### src/rtl/feedback_frame_receiver.sv
// Receive-side frame assembler for the game-client UART link.
// A feedback byte (tag 2'b11) is held pending until its game-state byte
// (tag 2'b01) arrives; both are then published together on one edge, so
// downstream logic never observes a half-updated frame. Echo bytes
// (tags 2'b00 / 2'b10) are ignored. A link that goes without a committed
// frame for STALE_CYCLES is flagged stale and sig_front is pulled low.
//
// Handshake: rx_valid is a one-cycle strobe qualifying rx_data; there is no
// ready/backpressure, every strobed byte is consumed in its own cycle, and
// strobes may arrive on consecutive cycles. feedback_valid and frame_error
// are one-cycle pulses that follow the byte cycle by one edge.
module feedback_frame_receiver #(
  parameter int unsigned TIMEOUT_CYCLES = 1000,
  parameter int unsigned STALE_CYCLES   = 100000,
  parameter int unsigned CNT_W          = 20
) (
  input  logic       uart_clk,
  input  logic       rst_n,
  input  logic [7:0] rx_data,
  input  logic       rx_valid,
  output logic [7:0] data_game_state,
  output logic       sig_front,
  output logic       sig_hand,
  output logic       sig_processing,
  output logic       sig_machine,
  output logic       feedback_valid,
  output logic       frame_error,
  output logic       link_stale
);

  typedef enum logic {
    S_IDLE       = 1'b0,
    S_WAIT_STATE = 1'b1
  } state_t;

  localparam logic [CNT_W-1:0] TO_LAST   = CNT_W'(TIMEOUT_CYCLES - 1);
  localparam logic [CNT_W-1:0] STALE_MAX = CNT_W'(STALE_CYCLES);

  state_t           r_state;
  logic [3:0]       r_pending;
  logic [CNT_W-1:0] r_to_cnt;
  logic [CNT_W-1:0] r_stale_cnt;
  logic [7:0]       r_game_state;
  logic             r_front;
  logic             r_hand;
  logic             r_processing;
  logic             r_machine;
  logic             r_fb_valid;
  logic             r_frame_err;
  logic             r_link_stale;

  logic             w_is_fb;
  logic             w_is_gs;
  logic             w_fb_ok;
  logic             w_commit;
  logic [CNT_W-1:0] w_stale_next;
  logic             w_stale_hit;

  // Byte classification and commit / stale detection for this cycle.
  assign w_is_fb  = rx_valid && (rx_data[1:0] == 2'b11);
  assign w_is_gs  = rx_valid && (rx_data[1:0] == 2'b01);
  assign w_fb_ok  = (rx_data[7:6] == 2'b00);
  assign w_commit = (r_state == S_WAIT_STATE) && w_is_gs;

  // Stale counter saturates at the threshold; a commit always clears it,
  // which is what lets a commit win over a simultaneous threshold crossing.
  assign w_stale_next = w_commit                   ? '0 :
                        (r_stale_cnt == STALE_MAX) ? STALE_MAX :
                                                     r_stale_cnt + CNT_W'(1);
  assign w_stale_hit  = !w_commit && (w_stale_next == STALE_MAX);

  // Link-liveness counter and the stale flag.
  always_ff @(posedge uart_clk) begin
    if (!rst_n) begin
      r_stale_cnt  <= '0;
      r_link_stale <= 1'b0;
    end else begin
      r_stale_cnt  <= w_stale_next;
      r_link_stale <= w_stale_hit;
    end
  end

  // Frame FSM: pending capture, timeout, commit and error pulses.
  always_ff @(posedge uart_clk) begin
    if (!rst_n) begin
      r_state      <= S_IDLE;
      r_pending    <= 4'b0000;
      r_to_cnt     <= '0;
      r_game_state <= 8'h00;
      r_front      <= 1'b0;
      r_hand       <= 1'b0;
      r_processing <= 1'b0;
      r_machine    <= 1'b0;
      r_fb_valid   <= 1'b0;
      r_frame_err  <= 1'b0;
    end else begin
      r_fb_valid  <= 1'b0;
      r_frame_err <= 1'b0;
      case (r_state)
        S_IDLE: begin
          if (w_is_fb) begin
            if (w_fb_ok) begin
              r_pending <= rx_data[5:2];
              r_to_cnt  <= '0;
              r_state   <= S_WAIT_STATE;
            end else begin
              r_frame_err <= 1'b1;
            end
          end else if (w_is_gs) begin
            // Orphan game-state byte: nothing to pair it with.
            r_frame_err <= 1'b1;
          end
        end
        S_WAIT_STATE: begin
          if (w_is_gs) begin
            r_game_state <= rx_data;
            r_front      <= r_pending[0];
            r_hand       <= r_pending[1];
            r_processing <= r_pending[2];
            r_machine    <= r_pending[3];
            r_fb_valid   <= 1'b1;
            r_pending    <= 4'b0000;
            r_state      <= S_IDLE;
          end else if (w_is_fb) begin
            r_frame_err <= 1'b1;
            if (w_fb_ok) begin
              // A newer feedback byte replaces the unpaired one.
              r_pending <= rx_data[5:2];
              r_to_cnt  <= '0;
            end else begin
              r_pending <= 4'b0000;
              r_state   <= S_IDLE;
            end
          end else if (r_to_cnt == TO_LAST) begin
            r_frame_err <= 1'b1;
            r_pending   <= 4'b0000;
            r_to_cnt    <= '0;
            r_state     <= S_IDLE;
          end else begin
            r_to_cnt <= r_to_cnt + CNT_W'(1);
          end
        end
        default: r_state <= S_IDLE;
      endcase
      // Losing the link blocks non-move operates by dropping sig_front.
      if (w_stale_hit) begin
        r_front <= 1'b0;
      end
    end
  end

  assign data_game_state = r_game_state;
  assign sig_front       = r_front;
  assign sig_hand        = r_hand;
  assign sig_processing  = r_processing;
  assign sig_machine     = r_machine;
  assign feedback_valid  = r_fb_valid;
  assign frame_error     = r_frame_err;
  assign link_stale      = r_link_stale;

endmodule

### config.mk
export PLATFORM = sky130hd
export DESIGN_NAME = feedback_frame_receiver
export DESIGN_NICKNAME = d
export VERILOG_FILES = /design/src/rtl/feedback_frame_receiver.sv
export SDC_FILE = /design/constraint.sdc
export NUM_CORES = 1
export LEC_CHECK = 0
export CAP_MARGIN = 30
export CORE_MARGIN = 8
export CORE_UTILIZATION = 53
export CTS_CLUSTER_DIAMETER = 50
export DETAILED_ROUTE_END_ITERATION = 8
export PLACE_DENSITY = 0.74
export SLEW_MARGIN = 20
export SYNTH_ARGS = -nofsm -noshare
export SYNTH_HDL_FRONTEND = slang
export SYNTH_SLANG_ARGS = --single-unit
### constraint.sdc
create_clock -name uart_clk -period 2.8 [get_ports uart_clk]
set_input_delay 0.28 -clock uart_clk [delete_from_list [all_inputs] [get_ports uart_clk]]
set_output_delay 0.28 -clock uart_clk [all_outputs]
set_load 0.01 [all_outputs]
; ---- After elaboration in Yosys (flattened, before gate mapping)
; Cells that the tools add are included.
; Widths: inputs -> output; s select.
[word_totals]
input_bits = 11
ff_bits = 60
wordCells = 64
output_inout_bits = 15
[classes]
n_eq_ne = 9
bitwise = 2
n_reduce_logical = 11
n_addsub = 2
muxes = 28
[op_table]
columns = cell, count
row1 = $mux 20, 7
row2 = $add 20x1->20 const B, 2
row3 = $eq 20x17->1 const B, 2
row4 = $pmux 20 s2, 1
row5 = $mux 4, 6
row6 = $eq 20x10->1 const B, 1
row7 = $mux 1, 11
row8 = $pmux 4 s2, 1
row9 = $ne 2x2->1 const B, 3
row10 = $reduce_and 2->1, 3
row11 = $logic_and 1x1->1, 4
row12 = $ne 4x1->1 const B, 1
row13 = $pmux 1 s2, 2
row14 = $reduce_and 3->1, 1
row15 = $eq 2x1->1 const B, 1
row16 = $eq 2x2->1 const B, 1
row17 = $logic_not 2->1, 1
row18 = $not 1->1, 2
row19 = $reduce_or 2->1, 1
row20 = $logic_not 1->1, 1

; ---- Logic depth before layout (Yosys ltp)
; Gate-level depths: netlist (run 1).
[depth]
ltp_word = 7
depth_mapped = 8
depth_no_buf = 8

; ---- Worst setup path after synthesis (run 1)
; OpenSTA, ideal clock, no wires.
[synth_path]
path_kind = register -> register
from = reg r_stale_cnt[0]
to = reg r_front, in the netlist sig_front
path_stages_with_launch = 8
setup_ns = 0.122
synth_period_minus_slack_ns = 1.948
n_path_buf = 0
path_slack_ns = 0.852
required_time_ns = 2.678
arrival_ns = 1.826
path_cell_list = dfxtp_1 -> ha_1 -> nand2_1 -> nor4_4 -> nand2_1 -> xor2_1 -> a41oi_1 -> o311a_1
[synth_between]
elab_chain_len = 6
word_cells_on_any_way = 7
cone_classes = add/sub: 1 / eq/ne: 2 / mux: 2 / reduce/logical: 2
[synth_lines]
columns = item, line
row1 = "start, declared", 42  ; logic [CNT_W-1:0] r_stale_cnt;
row2 = "start signal, assigned", 78  ; r_stale_cnt <= w_stale_next;
row3 = $add 20x1->20 or $eq 20x17->1 (tied branches), "69, 68"
row4 = $mux 20 (*), 68  ; (r_stale_cnt == STALE_MAX) ? STALE_MAX :
row5 = $mux 20 (*), 67  ; assign w_stale_next = w_commit ? '0 :
row6 = $eq 20x17->1 (*), 70  ; assign w_stale_hit = !w_commit && (w_stale_next == STALE_MAX);
row7 = $logic_and 1x1->1 (*), 70
row8 = $reduce_or 2->1 (no source line) (*), n/a
row9 = "end signal, assigned", 117  ; r_front <= r_pending[0];
row10 = "end, declared", 44  ; logic r_front;
; Mark *: on every way between the ends. The rest lies on a longest branch, timed or not.
; A chain may end at the register's enable or synchronous reset.

; ---- Final worst setup path (run 1)
[layout_path]
from = reg r_stale_cnt[3]
to = reg r_front, in the netlist sig_front
; Same word-level chain as after synthesis.

==> PnR_summary.wiki, run 1 <==
{| class="wikitable"
! Metric !! Value
|-
| Die H || 90.8 um
|-
| Synthesized area divided by synthesized cell count || 8.53 sq um
|-
| Critical-path cell with the highest stage delay || sky130_fd_sc_hd__dfxtp_1
|-
| Combinational power share || 4.8%
|-
| CTS resizes || 0
|-
| Detailed router's first-iteration violation count || 223
|-
| Class of the most critical setup path || reg2reg
|-
| Register Area || 1200 sq um
|-
| Sequential-to-total area share from yosys stat || 40.6%
|-
| Post-synthesis cell count || 347
|-
| Detailed Route WL || 7.21 mm
|-
| # diodes || 0
|-
| Reg power frac || 51.3%
|-
| Largest clock skew in the final design || 0.00810 ns
|-
| Number of cells on the worst hold path || 2
|-
| Antenna viol nets, final || 0
|-
| Library cells used by synthesis || 49
|-
| R2R depth || 6
|-
| Count of vias placed by the detailed router || 2,672
|-
| Most used cells in the layout excluding fill and tap cells || sky130_fd_sc_hd__dfxtp_1 (60), sky130_fd_sc_hd__nand2_1 (52), sky130_fd_sc_hd__nor2_1 (31)
|-
| Endpoint kind of the worst setup timing path || register
|-
| Total number of clock tree sinks || 60
|-
| Worst slew margin relative to its limit || 50.9%
|-
| Maximum Capacitance Violations || 0
|-
| Post-CTS repair timing setup buffer count || 0
|-
| Placed wire-length estimate after detailed placement || 5.05 mm
|-
| Clock power frac || 44.0%
|-
| Reg2Reg Launch Point || r_stale_cnt[3]$_SDFF_PN0_
|-
| Layout filler cell count || 448
|-
| Die Width || 90.8 um
|-
| Fraction of synthesized cell area taken by the top area cell type || 40.6%
|-
| Pin count of the biggest net entering global routing || 23
|-
| Status || complete, no violations
|-
| Clock input transition at the sequential cells of the worst setup and hold paths || 0.07 ns
|-
| Worst slew pin tran || 0.737 ns
|-
| Effective utilization at floorplan || 54.5%
|-
| Maximum net fanout on the critical path || 9
|-
| Weighted congestion reported at the end of routability-driven placement || 0.821
|-
| Number of enable flip-flop cells after synthesis || 0
|-
| Min-Delay Startpoint || data_game_state[3]$_SDFFE_PN0N_
|-
| Area of the die || 8240 sq um
|-
| Post-layout power || 1.69 mW
|-
| Internal || 1.30 mW
|-
| Routed wirelength normalized by instance count || 15.7 um
|-
| Number of antenna violations at the first check in global routing || 0
|-
| Final-report max-slew violation count || 0
|-
| CTS H-Tree Depth || 3
|-
| Number of I/O port buffers || 25
|-
| Count of unresolved DRC violations after routing || 0
|-
| Count of yosys warnings during synthesis || 0
|-
| Wire length of the first global-routing pass || 12.1 mm
|-
| Max incr delay on CP || 0.54 ns
|-
| Power dissipated by switching net loads || 0.383 mW
|-
| Capture instance of the worst register-to-register path || sig_front$_SDFFE_PP0N_
|-
| Vias in the first global route || 2,581
|-
| Number of nets in the finished design || 395
|-
| CP startpoint kind || register
|-
| CTS root buf || sky130_fd_sc_hd__clkbuf_8
|-
| Arrival time reported for the critical path endpoint || 2.56 ns
|-
| Peak VDD IR || 0.293 mV
|-
| Global-route usage over all layers || 17.8%
|-
| Path type of the worst min-delay path || reg2reg
|-
| Flip-flop cell with the highest count after synthesis || sky130_fd_sc_hd__dfxtp_1
|-
| Achievable clock frequency || 427 MHz
|-
| First-pass iteration count of the detailed router || 6
|-
| Setup violators final || 0
|-
| Worst hold path endpoint || data_game_state[3]$_SDFFE_PN0N_
|-
| Relative area change from synthesis to final layout || 18.5%
|-
| Cell types occupying the most area after synthesis || sky130_fd_sc_hd__dfxtp_1 (41%), sky130_fd_sc_hd__nand2_1 (6.6%), sky130_fd_sc_hd__nor2_1 (3.9%), sky130_fd_sc_hd__a21oi_1 (2.7%), sky130_fd_sc_hd__xnor2_1 (2.4%)
|-
| Mapped Nets || 361
|-
| Final period util || 83.5%
|-
| Number of top-level pins || 26
|-
| Lkg Pwr || 1.35 nW
|-
| Synth Cell Area || 2960 sq um
|-
| GRT overflow || 0
|-
| Cell area power density || 481 nW/um^2
|-
| Sum of negative setup slack || 0 ns
|-
| Critical path cell sequence || nand4_4, nor4_4, nand2_1, xor2_1, a41oi_1, o311a_1
|-
| Commonest non-fill, non-tap cell in the layout || sky130_fd_sc_hd__dfxtp_1
|-
| Reg-to-reg setup timing slack || 0.46 ns
|-
| Clk_lat worst skew || 0.34 ns
|-
| Fraction of registers with async set/reset || 0%
|-
| Post-route insts no fill || 458
|-
| Synth area leader || sky130_fd_sc_hd__dfxtp_1
|-
| Std cell rows || 27
|-
| Core area || 5440 sq um
|-
| Buffers from clock root to sink, at most || 2
|-
| Vias per cell || 5.83
|-
| Total of flip-flops plus latches after synthesis || 60
|-
| Placed Cells || 442
|-
| Cts bufs inserted || 9
|-
| Share of layout cells above drive strength 1 || 7.51%
|-
| Proportion of total power due to net switching || 22.7%
|-
| Number of failing hold endpoints at the final stage || 0
|-
| Required time of the critical path || 3.02 ns
|-
| Shortest period the worst path allows || 2.34 ns
|-
| Multi-input gate area in the final layout || 1690 sq um
|-
| Count of hold-fix buffers inserted at cts || 0
|-
| Clock tree from TritonCTS || yes
|-
| Setup repair after global routing missed its margin || false
|}
## synthesized netlist by cell type, types with 2 or more instances
master,n
sky130_fd_sc_hd__or3_1,3
sky130_fd_sc_hd__o21ai_0,8
sky130_fd_sc_hd__a41oi_1,3
sky130_fd_sc_hd__nand4_1,8
sky130_fd_sc_hd__nand3_1,9
sky130_fd_sc_hd__nor2_1,31
sky130_fd_sc_hd__a21o_1,3
sky130_fd_sc_hd__nand2_1,52
sky130_fd_sc_hd__nor3b_1,2
sky130_fd_sc_hd__buf_2,3
sky130_fd_sc_hd__xnor2_1,8
sky130_fd_sc_hd__nor2b_1,10
sky130_fd_sc_hd__and4_1,5
sky130_fd_sc_hd__and3_1,8
sky130_fd_sc_hd__xor2_1,8
sky130_fd_sc_hd__dfxtp_1,60
sky130_fd_sc_hd__o211ai_1,3
sky130_fd_sc_hd__a22oi_1,6
sky130_fd_sc_hd__nand2b_1,2
sky130_fd_sc_hd__a21oi_1,16
sky130_fd_sc_hd__nor4_1,3
sky130_fd_sc_hd__clkbuf_1,8
sky130_fd_sc_hd__nor4b_1,6
sky130_fd_sc_hd__a31oi_1,8
sky130_fd_sc_hd__a41o_1,4
sky130_fd_sc_hd__and2_1,4
sky130_fd_sc_hd__inv_1,5
sky130_fd_sc_hd__nand3b_1,4
sky130_fd_sc_hd__a21boi_0,9
sky130_fd_sc_hd__a21boi_1,5
sky130_fd_sc_hd__nor3_1,5
sky130_fd_sc_hd__ha_1,3
sky130_fd_sc_hd__nor4_4,3
sky130_fd_sc_hd__o211a_1,6
sky130_fd_sc_hd__o21ai_1,9
sky130_fd_sc_hd__nand4b_1,3
sky130_fd_sc_hd__o21a_1,2
## stage by stage
step	hold slack, ns	worst slack, ns	instance area (sq um)	util [%]
CTS	0.464	0.501	3510	64.5
detailed placement	0.449	0.511	3320	61.1
global route	0.487	0.337	3510	64.5
global placement	0.441	0.649	3320	61.1
finish	0.459	0.461	3510	64.5
floorplan	0.418	0.852	2960	-
## power groups by stage
stage / clock [mW] / combinational [mW] / sequential (mW)
floorplan: 0 / 0.0448 / 0.883
global placement: 0 / 0.0794 / 0.884
detailed placement: 0 / 0.0799 / 0.884
CTS: 0.758 / 0.0802 / 0.864
global route: 0.795 / 0.0890 / 0.865
finish: 0.742 / 0.0806 / 0.865
## layout make-up
type / count / area share [%]
Sequential cell: 60 / 34.2
Timing Repair Buffer: 35 / 9.27
Inverter: 6 / 0.642
Multi-Input combinational cell: 269 / 48.0
Clock buffer: 11 / 3.74
Clock inverter: 5 / 1.50
Tap cell: 72 / 2.57
## state kept, by name (all words and copies together), names as in the netlist
name and count:
sig_machine 1, r_stale_cnt 20, link_stale 1, r_pending 4, r_state 1, frame_error 1, sig_front 1, r_to_cnt 20
sig_hand 1, sig_processing 1, data_game_state 8, feedback_valid 1
## kinds of logic (layout without fill, tap and decap cells)
kind of cell    Yosys count  in the layout  share of synthesized area, %
xor+xnor                 16             16                          4.73
simple gates            163            163                          30.8
buf+inv                  18             57                          2.53
mux                       1              1                         0.338
flops                    60             60                          40.6
compound gates           86             86                          19.8
fa+ha+maj                 3              3                          1.27
## how the worst max path moves through the flow
stage | start | to | depth (start not counted) | slack, ns
2_1_floorplan | r_stale_cnt[0]$_SDFF_PN0_ | sig_front$_SDFFE_PP0N_ | 7 | 0.85
3_3_place_gp | r_stale_cnt[2]$_SDFF_PN0_ | sig_front$_SDFFE_PP0N_ | 7 | 0.65
3_5_place_dp | r_stale_cnt[3]$_SDFF_PN0_ | sig_front$_SDFFE_PP0N_ | 6 | 0.51
4_1_cts | r_stale_cnt[3]$_SDFF_PN0_ | sig_front$_SDFFE_PP0N_ | 6 | 0.50
5_1_grt | r_stale_cnt[3]$_SDFF_PN0_ | sig_front$_SDFFE_PP0N_ | 6 | 0.34
6_report | r_stale_cnt[3]$_SDFF_PN0_ | sig_front$_SDFFE_PP0N_ | 6 | 0.46
## per-layer routing
layer | GRT usage, % | vias to the layer above | wire length, um
li1 | - | 1338 | -
met2 | 27.5 | 72 | 3350
met1 | 22.3 | 1253 | 3390
met4 | 9.57 | 0 | 111
met3 | 4.32 | 9 | 362
met5 | 0 | - | 0
## worst max-delay path, delay by kind of cell (launching register included)
family / cells / cell delay, ns
simple gates: 3 / 0.93
flops: 1 / 0.54
compound gates: 2 / 0.54
xor+xnor: 1 / 0.22
(Power assumes the default switching activity.)
==> inputs of run 2 (changes only) <==
CORE_UTILIZATION = 52   (was 53)
PLACE_DENSITY = 0.76   (was 0.74)
clock period = 2 ns   (was 2.8 ns; I/O delays follow)
==> PnR_summary.wiki, run 2 (synthesized netlist as in run 1, its figures left out) <==
{| class="wikitable"
! Metric !! Value
|-
| Failing checks || setup timing
|-
| Count of vias placed by the detailed router || 2,899
|-
| Proportion of total power due to net switching || 22.4%
|-
| Total number of clock tree sinks || 60
|-
| Antenna viol nets, final || 0
|-
| Finished Core Util || 70.9%
|-
| # diodes || 0
|-
| First-pass iteration count of the detailed router || 5
|-
| CTS H-Tree Depth || 3
|-
| Lkg Pwr || 1.57 nW
|-
| CTS root buf || sky130_fd_sc_hd__clkbuf_8
|-
| Cts bufs inserted || 9
|-
| Number of antenna violations at the first check in global routing || 0
|-
| Class of the most critical setup path || reg2reg
|-
| Post-Place Setup Slack || -0.0665 ns
|-
| Largest clock skew in the final design || 0.00573 ns
|-
| Die H || 91.5 um
|-
| Power dissipated by switching net loads || 0.548 mW
|-
| Number of nets in the finished design || 431
|-
| Final period util || 101%
|-
| Number of I/O port buffers || 25
|-
| Maximum net fanout on the critical path || 4
|-
| Multi-input gate area in the final layout || 1770 sq um
|-
| CP startpoint kind || register
|-
| Maximum Capacitance Violations || 0
|-
| Sum of negative setup slack || -0.0212 ns
|-
| Worst slew margin relative to its limit || 48.5%
|-
| Worst hold-check slack || 0.464 ns
|-
| Placed Cells || 471
|-
| Area of the die || 8370 sq um
|-
| Post-layout power || 2.45 mW
|-
| Clock tree from TritonCTS || yes
|-
| Number of top-level pins || 26
|-
| Max incr delay on CP || 0.38 ns
|-
| Achievable clock frequency || 495 MHz
|-
| Internal || 1.90 mW
|-
| Cell area power density || 627 nW/um^2
|-
| Wire length of the first global-routing pass || 12.9 mm
|-
| Buffers from clock root to sink, at most || 2
|-
| Endpoint kind of the worst setup timing path || register
|-
| Clock input transition at the sequential cells of the worst setup and hold paths || 0.07 ns
|-
| Effective utilization at floorplan || 53.8%
|-
| Path type of the worst min-delay path || reg2reg
|-
| Vias per cell || 5.87
|-
| Number of failing hold endpoints at the final stage || 0
|-
| Status || finished with violations
|-
| Final setup margin || -0.0212 ns
|-
| Count of unresolved DRC violations after routing || 0
|-
| Final-report max-slew violation count || 0
|-
| Shortest period the worst path allows || 2.02 ns
|-
| Critical path cell sequence || nand4_1, buf_4, nor4_4, nand2_1, xnor2_1, nand4_1, o311a_1
|-
| Routed wirelength normalized by instance count || 16.0 um
|-
| Detailed router's first-iteration violation count || 229
|-
| Global-route usage over all layers || 18.5%
|-
| Worst slew pin tran || 0.772 ns
|-
| Most used cells in the layout excluding fill and tap cells || sky130_fd_sc_hd__nand2_1 (52), sky130_fd_sc_hd__dfxtp_1 (52), sky130_fd_sc_hd__buf_4 (45)
|-
| Setup repair after global routing missed its margin || true
|-
| Layout filler cell count || 414
|-
| Most frequent cell on the critical path || sky130_fd_sc_hd__nand4_1
|-
| Post-route insts no fill || 494
|-
| Setup violators final || 1
|-
| Peak VDD IR || 0.530 mV
|-
| Weighted congestion reported at the end of routability-driven placement || 0.941
|-
| Std cell rows || 27
|-
| Clock power frac || 45.1%
|-
| Clk_lat worst skew || 0.34 ns
|-
| Detailed Route WL || 7.91 mm
|-
| Vias in the first global route || 2,808
|-
| Core area || 5510 sq um
|-
| Instance area at placement || 3550 sq um
|-
| GRT overflow || 0
|-
| Placed wire-length estimate after detailed placement || 5.43 mm
|-
| Combinational power share || 5.4%
|-
| Reg power frac || 49.5%
|-
| Pin count of the biggest net entering global routing || 23
|-
| Critical-path cell with the highest stage delay || sky130_fd_sc_hd__o311a_1
|-
| Total non-filler cell area in the finished layout || 3910 sq um
|-
| Share of layout cells above drive strength 1 || 20.6%
|-
| Register Area || 1220 sq um
|-
| Die Width || 91.5 um
|-
| Relative area change from synthesis to final layout || 31.9%
|-
| Arrival time reported for the critical path endpoint || 2.24 ns
|-
| Required time of the critical path || 2.22 ns
|}
run 2: critical path: cells and delay by family (launching register included):
family	cells	cell delay, ns
compound gates	1	0.38
xor+xnor	1	0.22
buf+inv	1	0.17
flops	1	0.36
simple gates	4	0.77
run 2: power groups by stage:
| stage | registers, mW | logic [mW] | clock network (mW) |
|---|---|---|---|
| after floorplan | 1.24 | 0.0627 | 0 |
| after global placement | 1.23 | 0.122 | 0 |
| after detailed placement | 1.24 | 0.123 | 0 |
| after CTS | 1.21 | 0.126 | 1.11 |
| after global routing | 1.21 | 0.143 | 1.18 |
| final | 1.21 | 0.132 | 1.10 |
run 2: path summary, 6_finish.rpt:
| kind | startpoint | cells past startpoint | slack, ns | end |
|---|---|---|---|---|
| max | r_stale_cnt[10]$_SDFF_PN0_ | 7 | -0.02 | sig_front$_SDFFE_PP0N_ |
| max reg2reg | r_stale_cnt[10]$_SDFF_PN0_ | 7 | -0.02 | sig_front$_SDFFE_PP0N_ |
| min reg2reg | data_game_state[7]$_SDFFE_PN0N_ | 2 | 0.46 | data_game_state[7]$_SDFFE_PN0N_ |
| min | data_game_state[7]$_SDFFE_PN0N_ | 2 | 0.46 | data_game_state[7]$_SDFFE_PN0N_ |
run 2: routing by layer:
| metal | GRT usage [%] | wire length (um) |
|---|---|---|
| met3 | 4.61 | 454 |
| met2 | 28.6 | 3640 |
| met5 | 0 | 0 |
| met4 | 9.00 | 111 |
| met1 | 23.4 | 3700 |
run 2: repair_timing:
action,in CTS,in global routing
setup endpoints to repair,2,3
gates resized for setup,10,14
setup buffers,2,5
hold buffers,0,0
pin swaps,5,12
run 2: final cells by class:
type                       count  share of cell area, %
clock buffer                  11                   3.88
clock inverter                 5                   1.28
inverter                       6                  0.609
multi-input combinational    269                   45.2
sequential                    60                   31.1
tap                           72                   2.31
timing repair buffer          71                   15.6
==> inputs of run 3 (changes only) <==
ABC_AREA = 0   (was not set)
==> results of run 3 <==
The final DEF is identical to that of run 2; final timing and power are the same.
